## config.mk

```make
export PLATFORM = sky130hd
export DESIGN_NAME = seven_seg_scan_capture
export DESIGN_NICKNAME = d
export VERILOG_FILES = /design/src/rtl/seven_seg_scan_capture.sv
export SDC_FILE = /design/constraint.sdc
export NUM_CORES = 1
export LEC_CHECK = 0
export BUFFER_PORTS_ARGS = -buffer_cell sky130_fd_sc_hd__buf_2
export CAP_MARGIN = 15
export CORE_MARGIN = 3
export CORE_UTILIZATION = 35
export DETAILED_ROUTE_END_ITERATION = 12
export GPL_ROUTABILITY_DRIVEN = 0
export HOLD_SLACK_MARGIN = 0.15
export PLACE_DENSITY_LB_ADDON = 0.12
export SETUP_SLACK_MARGIN = 0.1
export SKIP_CTS_REPAIR_TIMING = 1
export SLEW_MARGIN = 20
export SYNTH_ARGS = -nofsm -noshare
export SYNTH_HDL_FRONTEND = slang
export SYNTH_SLANG_ARGS = --single-unit
```

## constraint.sdc

```tcl
create_clock -name clk -period 2.7 [get_ports clk]
set_input_delay 0.54 -clock clk [delete_from_list [all_inputs] [get_ports clk]]
set_output_delay 0.54 -clock clk [all_outputs]
set_load 0.1 [all_outputs]
```

## src/rtl/seven_seg_scan_capture.sv

```systemverilog
// Receive-side monitor for a 4-digit multiplexed seven-segment bus.
// Rebuilds per-digit segment patterns from the scan, decodes them to hex,
// and flags illegal anode patterns and scan stalls.
module seven_seg_scan_capture #(
  parameter int unsigned SETTLE_CYCLES  = 16,
  parameter int unsigned TIMEOUT_CYCLES = 2_000_000,
  parameter int unsigned CNT_W          = 21
) (
  input  logic        clk,
  input  logic        rst_n,
  input  logic [3:0]  an,
  input  logic [6:0]  cathode,
  output logic [6:0]  digit0,
  output logic [6:0]  digit1,
  output logic [6:0]  digit2,
  output logic [6:0]  digit3,
  output logic [15:0] hex,
  output logic [3:0]  hex_valid,
  output logic        frame_done,
  output logic        scan_error,
  output logic        stalled
);

  localparam int unsigned SET_W = $clog2(SETTLE_CYCLES + 1);

  typedef enum logic [1:0] {IDLE, SETTLE, HOLD} state_t;

  state_t           state, state_n;
  logic [SET_W-1:0] settle_cnt, settle_n;
  logic [CNT_W-1:0] tmo_cnt;
  logic [3:0]       an_s1, an_s2, an_p;
  logic [6:0]       cat_s1, cat_s2, cat_p;
  logic [6:0]       digit_r [4];
  logic [3:0]       seen;
  logic [3:0]       seen_n;
  logic             an_chg, cat_chg, an_blank, an_legal;
  logic [1:0]       an_idx;
  logic             capture, err_set;
  logic [4:0]       dec;

  // Returns {valid, nibble}; unknown patterns decode to {0, 0}.
  function automatic logic [4:0] decode(input logic [6:0] p);
    case (p)
      7'h40:   decode = {1'b1, 4'h0};
      7'h79:   decode = {1'b1, 4'h1};
      7'h24:   decode = {1'b1, 4'h2};
      7'h30:   decode = {1'b1, 4'h3};
      7'h19:   decode = {1'b1, 4'h4};
      7'h12:   decode = {1'b1, 4'h5};
      7'h02:   decode = {1'b1, 4'h6};
      7'h78:   decode = {1'b1, 4'h7};
      7'h00:   decode = {1'b1, 4'h8};
      7'h10:   decode = {1'b1, 4'h9};
      7'h08:   decode = {1'b1, 4'hA};
      7'h03:   decode = {1'b1, 4'hB};
      7'h46:   decode = {1'b1, 4'hC};
      7'h21:   decode = {1'b1, 4'hD};
      7'h06:   decode = {1'b1, 4'hE};
      7'h0E:   decode = {1'b1, 4'hF};
      default: decode = 5'b0;
    endcase
  endfunction

  // Two-flop input synchronisers plus a one-cycle history for change detection.
  always_ff @(posedge clk) begin
    if (!rst_n) begin
      an_s1  <= '1;
      an_s2  <= '1;
      an_p   <= '1;
      cat_s1 <= '1;
      cat_s2 <= '1;
      cat_p  <= '1;
    end else begin
      an_s1  <= an;
      an_s2  <= an_s1;
      an_p   <= an_s2;
      cat_s1 <= cathode;
      cat_s2 <= cat_s1;
      cat_p  <= cat_s2;
    end
  end

  // Classify the synced anode bus: blank, single-digit legal, or illegal.
  always_comb begin
    an_chg   = (an_s2 != an_p);
    cat_chg  = (cat_s2 != cat_p);
    an_blank = (an_s2 == 4'b1111);
    an_legal = 1'b1;
    an_idx   = 2'd0;
    case (an_s2)
      4'b1110: an_idx = 2'd0;
      4'b1101: an_idx = 2'd1;
      4'b1011: an_idx = 2'd2;
      4'b0111: an_idx = 2'd3;
      default: an_legal = 1'b0;
    endcase
    dec = decode(cat_s2);
  end

  // FSM state and settle counter register.
  always_ff @(posedge clk) begin
    if (!rst_n) begin
      state      <= IDLE;
      settle_cnt <= '0;
    end else begin
      state      <= state_n;
      settle_cnt <= settle_n;
    end
  end

  // Next-state logic: settle on a stable legal anode, capture once per dwell.
  always_comb begin
    state_n  = state;
    settle_n = settle_cnt;
    capture  = 1'b0;
    err_set  = 1'b0;
    case (state)
      IDLE: begin
        if (an_legal) begin
          state_n  = SETTLE;
          settle_n = '0;
        end else if (!an_blank) begin
          err_set = 1'b1;
        end
      end
      SETTLE: begin
        if (an_chg || cat_chg) begin
          settle_n = '0;
          if (!an_legal) begin
            state_n = IDLE;
            err_set = !an_blank;
          end
        end else if (settle_cnt == SET_W'(SETTLE_CYCLES - 1)) begin
          capture  = 1'b1;
          state_n  = HOLD;
          settle_n = '0;
        end else begin
          settle_n = settle_cnt + 1'b1;
        end
      end
      HOLD: begin
        if (an_chg) begin
          settle_n = '0;
          if (an_legal) begin
            state_n = SETTLE;
          end else begin
            state_n = IDLE;
            err_set = !an_blank;
          end
        end
      end
      default: state_n = IDLE;
    endcase
  end

  assign seen_n = seen | (4'b0001 << an_idx);

  // Capture datapath, frame tracking, stall timeout and sticky error.
  always_ff @(posedge clk) begin
    if (!rst_n) begin
      for (int unsigned i = 0; i < 4; i++) digit_r[i] <= 7'h7F;
      hex        <= '0;
      hex_valid  <= '0;
      frame_done <= 1'b0;
      scan_error <= 1'b0;
      stalled    <= 1'b0;
      seen       <= '0;
      tmo_cnt    <= '0;
    end else begin
      frame_done <= 1'b0;
      if (err_set) scan_error <= 1'b1;
      if (capture) begin
        digit_r[an_idx]       <= cat_s2;
        hex[an_idx*4 +: 4]    <= dec[3:0];
        hex_valid[an_idx]     <= dec[4];
        tmo_cnt               <= '0;
        stalled               <= 1'b0;
        if (seen_n == 4'b1111) begin
          frame_done <= 1'b1;
          seen       <= '0;
        end else begin
          seen <= seen_n;
        end
      end else if (tmo_cnt != CNT_W'(TIMEOUT_CYCLES)) begin
        tmo_cnt <= tmo_cnt + 1'b1;
        if (tmo_cnt == CNT_W'(TIMEOUT_CYCLES - 1)) begin
          stalled   <= 1'b1;
          hex_valid <= '0;
          seen      <= '0;
        end
      end
    end
  end

  assign digit0 = digit_r[0];
  assign digit1 = digit_r[1];
  assign digit2 = digit_r[2];
  assign digit3 = digit_r[3];

endmodule
```

==> impl_metrics.toml <==
[synth]
yosys-top-cells-count = "88 x dfxtp_1, 51 x nand2b_1, 47 x nand2_1"
synth_top_area_share_pct = 34.9
syn_inst = 494
synth_area_leader_cell = "dfxtp_1"
syn-cell-area_um2 = 5050
synth_fp_nets = 519
synth_most_common_cell = "dfxtp_1"
synthFlopType = "dfxtp_1"
avgSynthCellArea_um2 = 10.2
synth_area_leaders = "dfxtp_1 35%, edfxtp_1 17%, nand2b_1 6.3%"
synth-warning-count = 0
yosysSeqAreaShare_pct = 51.5
ys_types = 64
ys_seq_elements = 116
synth_edf_count = 28
async_flop_share_pct = 0

[sta]
rsz0062_at_grt = "false"
fmaxAchievable_ghz = 0.418
holdWs_ns = 0.302
finalSetupViolCount = 0
hold_viol_final = 0
worst_clock_skew_ns = 0.0145
final.min_clock_period_ns = 2.39
final.setup.tns_ns = 0
min_period_over_period_pct = 88.6
maxSlewHeadroom_pct = 35.0
tightest_slew_ns = 0.962
final_max_slew_viol_count = 0
setup_ws_ns = 0.309

[cells_and_area]
multi_input_area_um2 = 2300
area_delta_synth_final_pct = 23.6
nFillCells = 1349
nets = 598
fin_util_pct = 44.7
final_area_um2 = 6250
layout-drive-gt1-share_pct = 22.4
seqCellArea_um2 = 2600
stdcell_count = 766
diodes = 0

[power]
switching_share_pct = 24.8
power_frac_clock_pct = 49.1
power_mw = 4.63
comb_power_share_pct = 10.8
switching_power_mw = 1.15
leakage_nw = 2.39
vdd_ir_drop_max_uv = 383
internal_power_mw = 3.48
seqPwrFrac_pct = 40.1
powerDensity_nw_per_um2 = 741

[grt]
gr-total-overflow = 0
antenna_found_initial = 0
grt_pass1_vias = 3743
grtUsageTotal_pct = 15.1
grt_max_degree = 48
grt_pass1_wl_um = 19100

[placed_design]
dp_cells = 733
hpwlAfterDp_um = 8090
portBuffers = 63
placed_area_um2 = 5630
post-place-ws_ns = 0.283

[worst_setup_path]
critPathMaxStageDelay_ns = 0.66
cp.arrival_ns = 2.69
worst_setup_path_start_kind = "flop"
crit_chain = "xnor2_2 > nand4_2 > or4_1 > o32ai_1 > a21oi_1 > a31o_2"
cp.required_ns = 3.00
slowest_stage = "or4_1"
path_buf_inv = 0
endpoint_kind = "flop"
crit_type = "reg -> reg"
path_max_fanout = 9
cp_top_family = "simple AND/OR/NAND/NOR gates"

[routing]
num_vias = 3807
drcViolationCount = 0
drtAntennaViolNets = 0
dr.pass1.iters = 4
post_drt_via_cell_ratio = 4.97
routedWlPerCell_um = 15.1
drt_iter0_markers = 224
totalWireLength_um = 11500

[clocking]
clock_path_buffers = 2
cts_sinks = 116
h-tree-depth = 4
root_buffer = "clkbuf_16"
cts_tree = "built"
cts_buffers = 17
insertion_delay_ns = 0.42
clkSlewWorstSetupHoldPaths_ns = 0.05

[floorplanning]
io_pins = 64
dieArea_um2 = 15900
die_h_um = 126
fp.dieW_um = 126
core_area_um2 = 14000
num_rows = 43
start_util_pct = 36.1

[run_status]
status = "completed"

[run]
maxCapViolCount = 0

[worst_hold_path]
hold_path.class = "in -> reg"
==> routing by layer <==
layer / part of all wire (%) / GRT usage [%]
met3: 5.0 / 4.83
met4: 3.2 / 7.63
met5: 0 / 0
met2: 47 / 24.2
met1: 45 / 18.2
==> cells in the final DEF, fill, tap and decap left out, drive strengths merged, types with 5 or more instances in the layout <==
cell and count:
ha 12, clkbuf 22, o21ai 5, nand2b 51
xor2 15, or3 6, clkinv 7, nor3 16
xnor2 19, dfxtp 88, a21boi 5, nand4 11
a22o 17, buf 83, nand2 47, nor2 44
inv 10, a31oi 6, a21oi 11, edfxtp 28
nand3 23
==> final timing paths <==
| kind | startpoint | endpoint | slack [ns] | cells after the start |
|---|---|---|---|---|
| min reg2reg | cat_s1[0] | cat_s2[0] | 0.40 | 1 |
| max reg2reg | cat_s2[3] | hex_valid[1] | 0.31 | 6 |
| min | cathode[6] | cat_s1[6] | 0.30 | 2 |
| max | cat_s2[3] | hex_valid[1] | 0.31 | 6 |
==> registers in the layout, indices dropped and copies added, names as in the netlist, 4 cells and up <==
signal	flops
an_p	4
an_s1	4
an_s2	4
cat_p	7
cat_s1	7
cat_s2	7
digit_r	28
hex	16
hex_valid	4
seen	4
settle_cnt	5
tmo_cnt	21
==> layout make-up <==
type / instances / area share (%)
Clock inverter: 10 / 2.06
Inverter: 12 / 0.781
Timing Repair Buffer: 83 / 7.45
Sequential cell: 116 / 41.7
Tap cell: 180 / 3.60
Multi-Input combinational cell: 343 / 36.9
Clock buffer: 22 / 7.59
==> power by group through the flow <==
stage / sequential [mW] / combinational (mW) / clock, mW
after CTS: 1.86 / 0.501 / 2.33
after global placement: 1.89 / 0.495 / 0
final: 1.86 / 0.500 / 2.27
after floorplan: 2.01 / 0.269 / 0
after global routing: 1.86 / 0.540 / 2.40
after detailed placement: 1.89 / 0.500 / 0
==> worst register-to-register path, delay by kind of cell, from the launching register on <==
family	cells	cell delay, ns
compound gates	3	0.73
xor+xnor	1	0.16
flops	1	0.51
simple gates	2	0.88
==> cell families after synthesis <==
group / share of synthesized area (%)
flops: 51.5
fa+ha+maj: 3.17
simple gates: 24.5
compound gates: 11.5
buf+inv: 2.92
xor+xnor: 6.04
mux: 0.421
(Power assumes the default switching activity.)
